File: src/rtl/mem_port_arbiter_pkg.sv
// Shared constants and FSM state encoding for the two-port cache-to-memory arbiter.
`ifndef Width_of_A_Low
`define Width_of_A_Low 28
`endif
`ifndef Memory_Block_Size
`define Memory_Block_Size 128
`endif

package mem_port_arbiter_pkg;

  localparam int ARB_N_PORTS = 2;
  localparam int ARB_A_W     = `Width_of_A_Low;
  localparam int ARB_B_W     = `Memory_Block_Size;

  typedef enum logic [1:0] {
    ST_IDLE = 2'd0,
    ST_BUSY = 2'd1,
    ST_DONE = 2'd2
  } arb_state_e;

endpackage

File: src/rtl/arb_pick.sv
// Winner selection between the I-cache (port 0) and D-cache (port 1) requesters.
// ARB_ROUND_ROBIN_EN: ties go to the port not granted last; otherwise port 1 wins ties.
module arb_pick (
  input  logic Req_P0,
  input  logic Req_P1,
  input  logic last_grant,
  output logic winner
);

`ifdef ARB_ROUND_ROBIN_EN
  logic tie_winner_s;
  assign tie_winner_s = ~last_grant;
`else
  logic tie_winner_s;
  logic unused_last_grant_s;
  assign tie_winner_s        = 1'b1;
  assign unused_last_grant_s = last_grant;
`endif

  // Single requester wins outright; a tie is settled by the build-selected policy
  always_comb begin
    winner = 1'b0;
    if (Req_P0 && Req_P1) begin
      winner = tie_winner_s;
    end else if (Req_P1) begin
      winner = 1'b1;
    end else begin
      winner = 1'b0;
    end
  end

endmodule

File: src/rtl/mem_port_arbiter.sv
// Two-port block arbiter in front of a single memory port, with lock for write-back/refill pairs.
// Build option: ARB_ROUND_ROBIN_EN (round-robin ties instead of fixed D-cache priority).
module mem_port_arbiter
  import mem_port_arbiter_pkg::*;
#(
  parameter int N_PORTS = ARB_N_PORTS,
  parameter int A_W = ARB_A_W,
  parameter int B_W = ARB_B_W
) (
  input  logic           clk,
  input  logic           rst,
  input  logic           Req_P0,
  input  logic           Req_P1,
  input  logic           Wr_P0,
  input  logic           Wr_P1,
  input  logic           Lock_P0,
  input  logic           Lock_P1,
  input  logic [A_W-1:0] A_P0,
  input  logic [A_W-1:0] A_P1,
  input  logic [B_W-1:0] DO_P0,
  input  logic [B_W-1:0] DO_P1,
  output logic           Rdy_P0,
  output logic           Rdy_P1,
  output logic [B_W-1:0] DI_P0,
  output logic [B_W-1:0] DI_P1,
  output logic           Req_Low,
  output logic           Wr_Low,
  output logic [A_W-1:0] A_Low,
  output logic [B_W-1:0] DO_Low,
  input  logic           Rdy_Low,
  input  logic [B_W-1:0] DI_Low,
  output logic           Grant
);

  localparam int PTR_W = $clog2(N_PORTS);

  arb_state_e     state_r;
  logic [PTR_W-1:0] last_r;
  logic           lock_r;
  logic           winner_s;
  logic           src_s;
  logic           req_s;
  logic           lock_s;
  logic           wr_s;
  logic [A_W-1:0] a_s;
  logic [B_W-1:0] do_s;

  arb_pick u_pick (
    .Req_P0     (Req_P0),
    .Req_P1     (Req_P1),
    .last_grant (last_r),
    .winner     (winner_s)
  );

  // Capture source: the fresh winner while idle, the current owner otherwise
  always_comb begin
    src_s  = Grant;
    req_s  = 1'b0;
    lock_s = 1'b0;
    wr_s   = 1'b0;
    a_s    = '0;
    do_s   = '0;
    if (state_r == ST_IDLE) begin
      src_s = winner_s;
    end else begin
      src_s = Grant;
    end
    if (src_s) begin
      req_s  = Req_P1;
      lock_s = Lock_P1;
      wr_s   = Wr_P1;
      a_s    = A_P1;
      do_s   = DO_P1;
    end else begin
      req_s  = Req_P0;
      lock_s = Lock_P0;
      wr_s   = Wr_P0;
      a_s    = A_P0;
      do_s   = DO_P0;
    end
  end

  // Transfer FSM; every memory-side and port-side output is a register
  always_ff @(posedge clk or negedge rst) begin
    if (!rst) begin
      state_r <= ST_IDLE;
      last_r  <= '0;
      lock_r  <= 1'b0;
      Grant   <= 1'b0;
      Req_Low <= 1'b0;
      Wr_Low  <= 1'b0;
      A_Low   <= '0;
      DO_Low  <= '0;
      Rdy_P0  <= 1'b0;
      Rdy_P1  <= 1'b0;
      DI_P0   <= '0;
      DI_P1   <= '0;
    end else begin
      Rdy_P0 <= 1'b0;
      Rdy_P1 <= 1'b0;
      case (state_r)
        ST_IDLE: begin
          if (Req_P0 || Req_P1) begin
            state_r <= ST_BUSY;
            Grant   <= winner_s;
            last_r  <= winner_s;
            Req_Low <= 1'b1;
            Wr_Low  <= wr_s;
            A_Low   <= a_s;
            DO_Low  <= do_s;
          end
        end
        ST_BUSY: begin
          if (Rdy_Low) begin
            state_r <= ST_DONE;
            Req_Low <= 1'b0;
            Wr_Low  <= 1'b0;
            lock_r  <= lock_s;
            if (Grant) begin
              Rdy_P1 <= 1'b1;
              DI_P1  <= DI_Low;
            end else begin
              Rdy_P0 <= 1'b1;
              DI_P0  <= DI_Low;
            end
          end
        end
        ST_DONE: begin
          // Locked owner still requesting: chain its next transfer, pointer untouched
          if (lock_r && req_s) begin
            state_r <= ST_BUSY;
            Req_Low <= 1'b1;
            Wr_Low  <= wr_s;
            A_Low   <= a_s;
            DO_Low  <= do_s;
          end else begin
            state_r <= ST_IDLE;
          end
          lock_r <= 1'b0;
        end
        default: begin
          state_r <= ST_IDLE;
          Req_Low <= 1'b0;
          Wr_Low  <= 1'b0;
        end
      endcase
    end
  end

endmodule

File: config.mk
export PLATFORM = sky130hd
export DESIGN_NAME = mem_port_arbiter
export DESIGN_NICKNAME = d
export VERILOG_FILES = /design/src/rtl/mem_port_arbiter_pkg.sv /design/src/rtl/arb_pick.sv /design/src/rtl/mem_port_arbiter.sv
export SDC_FILE = /design/constraint.sdc
export NUM_CORES = 1
export LEC_CHECK = 0
export ABC_CLOCK_PERIOD_IN_PS = 4400
export BUFFER_PORTS_ARGS = -buffer_cell sky130_fd_sc_hd__clkbuf_2
export CORE_AREA = 5 5 338 340
export DETAILED_ROUTE_END_ITERATION = 8
export DIE_AREA = 0 0 343 345
export PLACE_DENSITY = 0.42
export SETUP_SLACK_MARGIN = 0.15
export SLEW_MARGIN = 20
export SYNTH_ARGS = -nofsm -noshare
export SYNTH_HDL_FRONTEND = slang
export SYNTH_SLANG_ARGS = --single-unit
File: constraint.sdc
create_clock -name clk -period 4.4 [get_ports clk]
set_clock_uncertainty 0.2 [all_clocks]
set_input_delay 0.66 -clock clk [delete_from_list [all_inputs] [get_ports clk]]
set_output_delay 0.66 -clock clk [all_outputs]
set_load 0.05 [all_outputs]
==> metrics.yaml, run 1 <==
status:
  status: "finished, final reports clean"
drt:
  avgViaCountPerCell: 3.56
  count_of_tritonroute_iterations_in_the_first_routing_pass: 5
  ant_nets: 0
  drc: 0
  wl_per_cell_um: 18.0
  iter_0_drt_violations: 491
  routed_wl_mm: 66.1
  vias: 13100
cts:
  clk-insertion-delay-late_ns: 0.62
  cts-root-buf: "clkbuf_16"
  cts_made_buffers: 52
  max-clock-path-buffers: 3
  post-cts-setup-buffers: 0
  cts.sink_count: 420
  htree_num_levels: 2
  cts_tree: "yes"
  cts.clk_slew.worst_paths_ns: 0.06
  cts-resized-gates: 0
  cts.hold.buffers_added: 5
hold_path:
  hold_path_startpoint: "DI_Low[107]"
  hold_path_class: "in -> reg"
sta:
  highest_clock_rate_mhz: 351
  finalMaxSlewViolations: 0
  slew_at_the_pin_closest_to_its_max_slew_limit_ns: 1.00
  totalNegativeSetupSlack_ns: 0
  period_share_pct: 64.8
  finalSetupViolCount: 0
  rsz0062_at_grt: "false"
  relSlewSlack_pct: 31.7
  finalWorstPathRequiredPeriod_ns: 2.85
  finalHoldViolCount: 0
yosys:
  synthXorXnorAreaFrac_pct: 0
  postSynthCellCount: 1249
  synth_warnings: 0
  post_synth_simple_gate_area_pct: 3.75
  largest_family_of_logic_cells_by_synthesized_area: "multiplexers"
  yosys_register_bits: 420
  synthFlopType: "dfrtp_1"
  yosys.cell_types.count: 21
  avgSynthCellArea_um2: 13.7
  fraction_of_the_mapped_netlist_area_in_compound_gates_pct: 5.08
  synthesis.area_um2: 17100
  muxShareOfSynthArea_pct: 26.4
  mappedNetlistNets: 1698
  async_flop_share_pct: 100
  synth_fa_ha_area_share_pct: 0
  synth-edff-count: 0
  ys_seq_area_share_pct: 61.6
final_layout:
  mostFrequentLayoutCell: "clkbuf_2"
  mostFrequentLayoutCells: "clkbuf_2, dfrtp_1, mux2_2"
  area_growth_pct: 46.0
  num-nets-final: 2586
  layout.filler_cells: 12100
  ant_diodes: 0
  fraction_of_final_layout_cells_sized_beyond_drive_strength_1_pct: 57.6
worst_setup_path:
  timing.rr.start: "state_r[0]"
  crit_arrival_ns: 3.14
  critPathKind: "reg -> reg"
  crit_required_ns: 4.69
  element_type_at_the_critical_path_end: "flop"
  cpMaxStageDelayCell: "mux2i_4"
  startpoint: "state_r[0]"
  critical_path.cell_chain: "or2_4 -> mux2i_4 -> buf_12 -> mux2i_1 -> buf_4 -> a21oi_1"
  timing.critical_path.buf_inv: 2
  critical-path-max-stage-delay_ns: 0.78
  worst-path-max-fanout: 21
  cp_top_family: "multiplexers"
  critical_path.startpoint_type: "flop"
place:
  hpwl_mm: 52.2
  gp_congestion: 0.843
  buffer_ports.inserted: 865
global_routing:
  antenna_violations_before_repair: 1
  grt_overflow_total: 0
  first_global_vias: 13400
  grt_max_degree: 165
  grt_pass1_wl_mm: 94.2
  all_layer_gr_usage_pct: 10.6
floorplanning:
  die_w_um: 343
  die-area_um2: 118000
  design.portCount: 866
  design.core.area_um2: 111000
  number_of_placement_rows: 123
  chipHeight_um: 345
  initial_core_util_pct: 15.3
flow_run:
  max_capacitance_violation_count: 0
[sequential cells by signal, indices dropped and copies added (netlist names)]
register / cells
A_Low: 28
DO_Low: 128
Rdy_P0: 1
Rdy_P1: 1
state_r: 2
DI_P1: 128
DI_P0: 128
Req_Low: 1
Grant: 1
lock_r: 1
Wr_Low: 1
[cells in the mapped netlist (2+ instances only)]
master    number  area [um2]
buf_6         18         203
buf_4         14         105
a22o_1         2        17.5
a21oi_1      159         796
clkbuf_1       8        30.0
o21ai_0        2        10.0
dfrtp_1      420       10500
buf_2         39         195
mux2_2       257        2890
a21o_1         2        15.0
mux2i_1      158        1580
nor2_1       160         601
nand2_1        2        7.51
[final timing paths]
| path | endpoint | slack [ns] | cells after the start |
|---|---|---|---|
| setup / recovery | lock_r | 1.55 | 6 |
| hold / removal | DI_P0[107] | 0.08 | 2 |
| setup reg to reg | lock_r | 1.55 | 6 |
| hold reg to reg | Req_Low | 0.28 | 1 |
| max in group asynchronous | A_Low[2] | 2.56 | 3 |
| min in group asynchronous | DI_P1[25] | 0.50 | 2 |
[cell families after synthesis]
| kind of cell | Yosys count |
|---|---|
| flip-flops | 420 |
| multiplexers | 416 |
| buffers and inverters | 81 |
| AO/OA/AOI/OAI | 166 |
| AND/OR/NAND/NOR | 166 |
[metrics by stage]
stage	area (um2)	hold WS [ns]	cells	utilization, %	worst slack [ns]
floorplan	17100	0.164	1249	-	2.27
global placement	23200	0.265	3578	20.8	1.25
detailed placement	23200	0.264	3578	20.8	1.23
global route	24900	0.0194	3676	22.4	1.32
CTS	24900	0.000450	3676	22.4	1.34
finish	24900	0.0831	3676	22.4	1.55
[metal layers]
layer / vias to the layer above / share of wire, % / routed length [um] / GRT usage [%]
li1: 6152 / - / - / -
met1: 6378 / 39 / 25600 / 12.4
met2: 456 / 52 / 34100 / 19.0
met3: 92 / 6.8 / 4470 / 2.59
met4: 2 / 2.9 / 1890 / 3.34
met5: - / 0.014 / 9 / 0
[layout make-up]
cell class / instances / area [um2] / area share [%]
well taps: 1500 / 1880 / 7.54
flip-flops and latches: 420 / 10500 / 42.2
multi-input cells: 748 / 6010 / 24.1
inverters: 2 / 7.51 / 0.0301
clock buffers: 79 / 1570 / 6.32
repair buffers: 913 / 4800 / 19.3
clock inverters: 14 / 123 / 0.492
Power of run 1 is left out: the tool's default activity adds up to more than one toggle a clock period on the data nets, which glitch-free logic cannot reach.
==> run 2, diff against run 1 <==
--- a/config.mk
+++ b/config.mk
@@ -5,12 +5,12 @@
 export SDC_FILE = /design/constraint.sdc
 export NUM_CORES = 1
 export LEC_CHECK = 0
-export ABC_CLOCK_PERIOD_IN_PS = 4400
+export ABC_CLOCK_PERIOD_IN_PS = 2550
 export BUFFER_PORTS_ARGS = -buffer_cell sky130_fd_sc_hd__clkbuf_2
 export CORE_AREA = 5 5 338 340
 export DETAILED_ROUTE_END_ITERATION = 8
 export DIE_AREA = 0 0 343 345
-export PLACE_DENSITY = 0.42
+export PLACE_DENSITY = 0.43
 export SETUP_SLACK_MARGIN = 0.15
 export SLEW_MARGIN = 20
 export SYNTH_ARGS = -nofsm -noshare
==> constraint.sdc (replaced) <==
create_clock -name clk -period 2.55 [get_ports clk]
set_clock_uncertainty 0.2 [all_clocks]
set_input_delay 0.3825 -clock clk [delete_from_list [all_inputs] [get_ports clk]]
set_output_delay 0.3825 -clock clk [all_outputs]
set_load 0.05 [all_outputs]
==> metrics.yaml, run 2 (synthesis gave the netlist of run 1 again) <==
cts:
  cts-root-buf: "clkbuf_16"  # unchanged
  cts_made_buffers: 51  # was 52
  cts_tree: "yes"  # unchanged
  htree_num_levels: 2  # unchanged
  cts.clk_slew.worst_paths_ns: 0.06  # about the same
  max-clock-path-buffers: 3  # unchanged
  cts.sink_count: 420  # unchanged
  clk-insertion-delay-late_ns: 0.61  # was 0.62 ns
drt:
  ant_nets: 0  # unchanged
  avgViaCountPerCell: 3.66  # was 3.56
  vias: 15200  # was 13.1k
  met1Wirelength_mm: 27.4  # was 25.6 mm
  count_of_tritonroute_iterations_in_the_first_routing_pass: 5  # unchanged
  iter_0_drt_violations: 537  # was 491
  met3WireLength_mm: 5.67  # was 4.47 mm
  top_layer_used: "met5"  # unchanged
  detailed_route_wirelength_on_metal2_mm: 36.5  # was 34.1 mm
  routed_wl_mm: 72.8  # was 66.1 mm
  drc: 0  # unchanged
  wl_per_cell_um: 17.5  # was 18.0 um
worst_setup_path:
  crit_cells: 6  # unchanged
  reg2regPathDepth: 6  # unchanged
  crit_arrival_ns: 2.67  # was 3.14 ns
  worst-path-max-fanout: 19  # was 21
  cpMaxStageDelayCell: "dfrtp_1"  # was mux2i_4
  timing.critical_path.buf_inv: 2  # unchanged
  critical_path.cell_chain: "or2_4 -> mux2i_4 -> buf_12 -> buf_6 -> mux2i_1 -> a21oi_1"  # was or2_4 -> mux2i_4 -> buf_12 -> mux2i_1 -> buf_4 -> a21oi_1
  critPathKind: "reg -> reg"  # unchanged
  startpoint: "state_r[0]"  # unchanged
  timing.rr.start: "state_r[0]"  # unchanged
  element_type_at_the_critical_path_end: "flop"  # unchanged
  cp_top_family: "multiplexers"  # unchanged
  critical_path.startpoint_type: "flop"  # unchanged
  critical-path-max-stage-delay_ns: 0.46  # was 0.78 ns
  crit_required_ns: 2.83  # was 4.69 ns
global_routing:
  first_global_vias: 16400  # was 13.4k
  antenna_violations_before_repair: 5  # was 1
  all_layer_gr_usage_pct: 11.6  # was 10.6%
  grt_overflow_total: 0  # unchanged
  grt_pass1_wl_mm: 105  # was 94.2 mm
  grt_max_degree: 62  # was 165
place:
  place.detailed.instances: 3608  # was 3578
  place_worst_setup_slack_ns: 0.0533  # was 1.23 ns
  dpl-instance-area_um2: 23500  # was 23200 um2
  gp_congestion: 0.854  # was 0.843
  buffer_ports.inserted: 865  # unchanged
  hpwl_mm: 53.7  # was 52.2 mm
floorplanning:
  chipHeight_um: 345  # unchanged
  die_w_um: 343  # unchanged
  design.portCount: 866  # unchanged
  design.core.area_um2: 111000  # unchanged
  number_of_placement_rows: 123  # unchanged
  die-area_um2: 118000  # unchanged
  initial_core_util_pct: 15.3  # unchanged
power:
  clock_power_share_pct: 16.5
  seq_power_share_pct: 26.3
  power.density_nw_per_um2: 1540
  post_route_total_power_mw: 46.0
  power.share.combinational_pct: 57.2
  leakage_power_summed_over_all_cells_nw: 14.2
  netSwitchingPower_mw: 23.9
  worst_vdd_ir_mv: 0.809
  intPower_mw: 22.1
  p_sw_share_pct: 52.0
final_layout:
  layout.filler_cells: 11700  # was 12.1k
  mostFrequentLayoutCells: "clkbuf_2, dlygate4sd3_1, dfrtp_1"  # was clkbuf_2, dfrtp_1, mux2_2
  multi_input_area_um2: 6020  # was 6010 um2
  mostFrequentLayoutCell: "clkbuf_2"  # unchanged
  num-nets-final: 3063  # was 2586
  regArea_um2: 10500  # unchanged
  fraction_of_final_layout_cells_sized_beyond_drive_strength_1_pct: 48.8  # was 57.6%
  biggestRegsByFlops: "DI_P0 (128), DI_P1 (128), DO_Low (128)"  # unchanged
  post_layout_nonfiller_instances: 4160  # was 3676
  post-route-cell-area_um2: 29800  # was 24900 um2
  area_growth_pct: 75.0  # was 46.0%
flow_run:
  max_capacitance_violation_count: 0  # unchanged
sta:
  finalMaxSlewViolations: 0  # unchanged
  slew_at_the_pin_closest_to_its_max_slew_limit_ns: 0.815  # was 1.00 ns
  highest_clock_rate_mhz: 419  # was 351 MHz
  period_share_pct: 93.6  # was 64.8%
  rsz0062_at_grt: "true"  # was false
  totalNegativeSetupSlack_ns: 0  # unchanged
  worst_slack_ns: 0.164  # was 1.55 ns
  finalSetupViolCount: 0  # unchanged
  finalHoldViolCount: 0  # unchanged
  finalWorstPathRequiredPeriod_ns: 2.39  # was 2.85 ns
  relSlewSlack_pct: 45.7  # was 31.7%
hold_path:
  hold_path_class: "in -> async"  # was in -> reg
status:
  status: "finished, final reports clean"  # unchanged
run 2: metal layers:
metal / GRT usage, % / vias up
met5: 0 / -
met4: 5.22 / 2
met3: 3.45 / 171
met2: 20.3 / 563
met1: 13.0 / 7368
li1: - / 7115
run 2: final timing paths:
kind | endpoint | slack (ns)
worst max-delay path | DO_Low[83] | 0.16
worst min-delay path | DI_P1[74] | 0.06
worst max register to register | DO_Low[83] | 0.16
worst min register to register | Req_Low | 0.28
max in group asynchronous | DO_Low[87] | 1.17
min in group clk | DO_Low[5] | 0.06
run 2: layout make-up:
| class | instances | share of cell area (%) |
|---|---|---|
| sequential | 420 | 35.2 |
| timing repair buffer | 1391 | 32.4 |
| multi-input combinational | 748 | 20.2 |
| tap | 1500 | 6.29 |
| clock buffer | 75 | 5.05 |
| clock inverter | 19 | 0.838 |
| antenna | 5 | 0.0419 |
| inverter | 2 | 0.0252 |
run 2: power groups by stage:
stage | Clock (mW) | Combinational [mW] | Sequential [mW]
global route | 8.16 | 27.6 | 12.5
CTS | 7.91 | 26.4 | 12.1
floorplan | 0 | 7.02 | 23.5
detailed placement | 0 | 25.8 | 12.2
global placement | 0 | 25.6 | 12.2
finish | 7.60 | 26.3 | 12.1
run 2: what timing repair did:
action / 4_1_cts / 5_1_grt
setup buffers: 0 / 8
hold buffers: 444 / 0
endpoints found under the setup margin: 2 / 5
gates resized for setup: 2 / 2
gates cloned: 0 / 1
endpoints found under the hold margin: 510 / 0
run 2: per-stage QoR:
stage | utilization [%] | hold slack (ns)
5_1_grt | 26.8 | 0.0374
6_report | 26.8 | 0.0582
2_1_floorplan | - | -0.113
4_1_cts | 26.7 | 0.00905
3_3_place_gp | 21.1 | 0.215
3_5_place_dp | 21.1 | 0.216
(Power assumes the default switching activity.)
==> run 3, diff against run 2 <==
--- a/config.mk
+++ b/config.mk
@@ -7,12 +7,14 @@
 export LEC_CHECK = 0
 export ABC_CLOCK_PERIOD_IN_PS = 2550
 export BUFFER_PORTS_ARGS = -buffer_cell sky130_fd_sc_hd__clkbuf_2
-export CORE_AREA = 5 5 338 340
+export CAP_MARGIN = 20
+export CORE_AREA = 5 5 333 335
 export DETAILED_ROUTE_END_ITERATION = 8
-export DIE_AREA = 0 0 343 345
-export PLACE_DENSITY = 0.43
+export DIE_AREA = 0 0 338 340
+export PLACE_DENSITY = 0.44
 export SETUP_SLACK_MARGIN = 0.15
 export SLEW_MARGIN = 20
 export SYNTH_ARGS = -nofsm -noshare
 export SYNTH_HDL_FRONTEND = slang
+export SYNTH_HIERARCHICAL = 1
 export SYNTH_SLANG_ARGS = --single-unit
==> metrics.yaml, run 3 <==
yosys:
  avgSynthCellArea_um2: 16.2  # was 13.7 um2
  synthesis.area_um2: 17600  # was 17100 um2
  postSynthCellCount: 1086  # was 1249
  synthMostInstantiatedCell: "mux2_2"  # was dfrtp_1
  synth_warnings: 6  # was 0
  yosys_register_bits: 420  # unchanged
  yosys.cell_types.count: 31  # was 21
  mappedNetlistNets: 1535  # was 1698
  ys_top_cells_by_count: "mux2_2, dfrtp_1, mux2_1"  # was dfrtp_1, mux2_2, nor2_1
  synthDominantCellAreaShare_pct: 59.7  # was 61.6%
  synth_top_area_cell: "dfrtp_1"  # unchanged
  ys_seq_area_share_pct: 59.7  # was 61.6%
  async_flop_share_pct: 100  # unchanged
  synth-edff-count: 0  # unchanged
  yosys-top-cells-area: "dfrtp_1, mux2_2, mux2_1"  # was dfrtp_1, mux2_2, mux2i_1
  synthFlopType: "dfrtp_1"  # unchanged
final_layout:
  num-nets-final: 2907  # was 3063
  mostFrequentLayoutCells: "clkbuf_2, dlygate4sd3_1, mux2_2"  # was clkbuf_2, dlygate4sd3_1, dfrtp_1
  biggestRegsByFlops: "DI_P0 (128), DI_P1 (128), DO_Low (128)"  # unchanged
  post_layout_nonfiller_instances: 3912  # was 4160
  fraction_of_final_layout_cells_sized_beyond_drive_strength_1_pct: 58.8  # was 48.8%
  mostFrequentLayoutCell: "clkbuf_2"  # unchanged
  area_growth_pct: 71.1  # was 75.0%
  post-route-cell-area_um2: 30100  # was 29800 um2
worst_setup_path:
  reg2regPathDepth: 6  # unchanged
  reg2reg_slack_ns: 0.23  # was 0.16 ns
  critical_path.startpoint_type: "flop"  # unchanged
  critPathKind: "reg -> reg"  # unchanged
  crit_required_ns: 2.83  # about the same
  element_type_at_the_critical_path_end: "flop"  # unchanged
  rr_endpoint: "Wr_Low"  # was DO_Low[83]
  crit_arrival_ns: 2.61  # was 2.67 ns
  worst-path-max-fanout: 12  # was 19
  startpoint: "state_r[1]"  # was state_r[0]
  crit_end: "Wr_Low"  # was DO_Low[83]
  timing.rr.start: "state_r[1]"  # was state_r[0]
drt:
  wl_per_cell_um: 17.4  # was 17.5 um
  met3WireLength_mm: 5.28  # was 5.67 mm
  met1Wirelength_mm: 23.6  # was 27.4 mm
  count_of_tritonroute_iterations_in_the_first_routing_pass: 4  # was 5
  iter_0_drt_violations: 326  # was 537
  routed_wl_mm: 68.1  # was 72.8 mm
  drc: 0  # unchanged
  vias: 14500  # was 15.2k
  avgViaCountPerCell: 3.70  # was 3.66
  ant_nets: 0  # unchanged
  top_layer_used: "met4"  # was met5
  detailed_route_wirelength_on_metal2_mm: 36.7  # was 36.5 mm
place:
  place_worst_setup_slack_ns: 0.169  # was 0.0533 ns
  dpl-instance-area_um2: 24100  # was 23500 um2
  hpwl_mm: 51.4  # was 53.7 mm
  gp_congestion: 0.768  # was 0.854
  place.detailed.instances: 3373  # was 3608
  buffer_ports.inserted: 865  # unchanged
cts:
  htree_num_levels: 2  # unchanged
  cts.sink_count: 420  # unchanged
  cts-root-buf: "clkbuf_16"  # unchanged
  cts_tree: "yes"  # unchanged
  cts_made_buffers: 49  # was 51
  max-clock-path-buffers: 3  # unchanged
  cts.clk_slew.worst_paths_ns: 0.06  # about the same
  clk-insertion-delay-late_ns: 0.60  # was 0.61 ns
sta:
  hold-worst-slack_ns: 0.121  # was 0.0582 ns
  finalSetupViolCount: 0  # unchanged
  totalNegativeSetupSlack_ns: 0  # unchanged
  finalHoldViolCount: 0  # unchanged
  rsz0062_at_grt: "false"  # was true
  period_share_pct: 91.1  # was 93.6%
  slew_at_the_pin_closest_to_its_max_slew_limit_ns: 0.630  # was 0.815 ns
  highest_clock_rate_mhz: 430  # was 419 MHz
  finalWorstPathRequiredPeriod_ns: 2.32  # was 2.39 ns
  worst_slack_ns: 0.226  # was 0.164 ns
  relSlewSlack_pct: 58.0  # was 45.7%
  finalMaxSlewViolations: 0  # unchanged
flow_run:
  max_capacitance_violation_count: 0  # unchanged
global_routing:
  all_layer_gr_usage_pct: 11.3  # was 11.6%
  grt_max_degree: 57  # was 62
  first_global_vias: 16600  # was 16.4k
  grt_overflow_total: 0  # unchanged
  grt_pass1_wl_mm: 100  # was 105 mm
  antenna_violations_before_repair: 5  # unchanged
floorplanning:
  die-area_um2: 115000  # was 118000 um2
  die_w_um: 338  # was 343 um
  chipHeight_um: 340  # was 345 um
  number_of_placement_rows: 121  # was 123
  design.portCount: 866  # unchanged
  design.core.area_um2: 108000  # was 111000 um2
  initial_core_util_pct: 16.3  # was 15.3%
hold_path:
  hold_path_class: "in -> async"  # unchanged
power:
  power.density_nw_per_um2: 1490  # was 1540 nW/um2
  leakage_power_summed_over_all_cells_nw: 14.0  # was 14.2 nW
  worst_vdd_ir_mv: 1.06  # was 0.809 mV
status:
  status: "finished, final reports clean"  # unchanged
==> run 3: stage by stage <==
stage          total power, mW  util (%)
2_1_floorplan             30.8         -
3_3_place_gp              37.5      22.3
3_5_place_dp              37.9      22.3
4_1_cts                   45.6      27.9
5_1_grt                   47.1      27.9
6_report                  44.9      27.9
==> run 3: timing repair <==
| action | 4_1_cts | 5_1_grt |
|---|---|---|
| setup buffers | 1 | 0 |
| hold buffers | 447 | 0 |
| pin swaps | 0 | 0 |
| gates resized for setup | 1 | 1 |
| endpoints found under the hold margin | 628 | 0 |
| endpoints found under the setup margin | 6 | 30 |
==> run 3: per-layer routing <==
| metal | GRT usage, % | vias to the layer above |
|---|---|---|
| met4 | 4.27 | 0 |
| met2 | 21.8 | 566 |
| met5 | 0 | - |
| met1 | 11.1 | 7135 |
| met3 | 3.40 | 123 |
| li1 | - | 6650 |
==> run 3: how the worst min path moves through the flow <==
stage | startpoint | to | slack [ns] | depth (start not counted)
floorplan | rst | A_Low[0] | -0.11 | 0
global placement | rst | DI_P0[28] | 0.19 | 1
detailed placement | rst | DI_P0[28] | 0.20 | 1
CTS | rst | DI_P0[28] | 0.09 | 2
global route | rst | DI_P0[28] | 0.13 | 2
finish | rst | DI_P0[28] | 0.12 | 2
==> run 3: final cells by class <==
cell class | instances | area (um2)
fill | 11100 | 77700
tap | 1414 | 1770
multi-input combinational | 599 | 6680
timing repair buffer | 1386 | 9590
antenna | 3 | 7.51
sequential | 420 | 10500
inverter | 2 | 7.51
clock inverter | 18 | 173
clock buffer | 70 | 1390
==> run 3: logic make-up (layout without fill, tap and decap cells) <==
group,count (synthesis),after routing,synth area share [%]
AOI/OAI and AO/OA,10,10,0.405
buffers and inverters,67,1476,2.48
DFF,420,420,59.7
muxes,574,574,36.8
other,0,3,0
and+or+nand+nor,15,15,0.562
==> run 3: where the power goes <==
group | internal, mW | total [mW] | leakage (nW) | switching [mW]
clock | 3.90 | 6.81 | 0.770 | 2.91
combinational | 8.16 | 26.0 | 8.28 | 17.8
sequential | 10.2 | 12.1 | 4.96 | 1.95
==> run 3: critical path, cell delays in order (launching register included) <==
cell and delay (ns):
dfrtp_1 0.38, buf_4 0.19, or2_2 0.30, a211oi_1 0.35
a2111o_1 0.16, nand3_1 0.05, dlygate4sd3_1 0.56
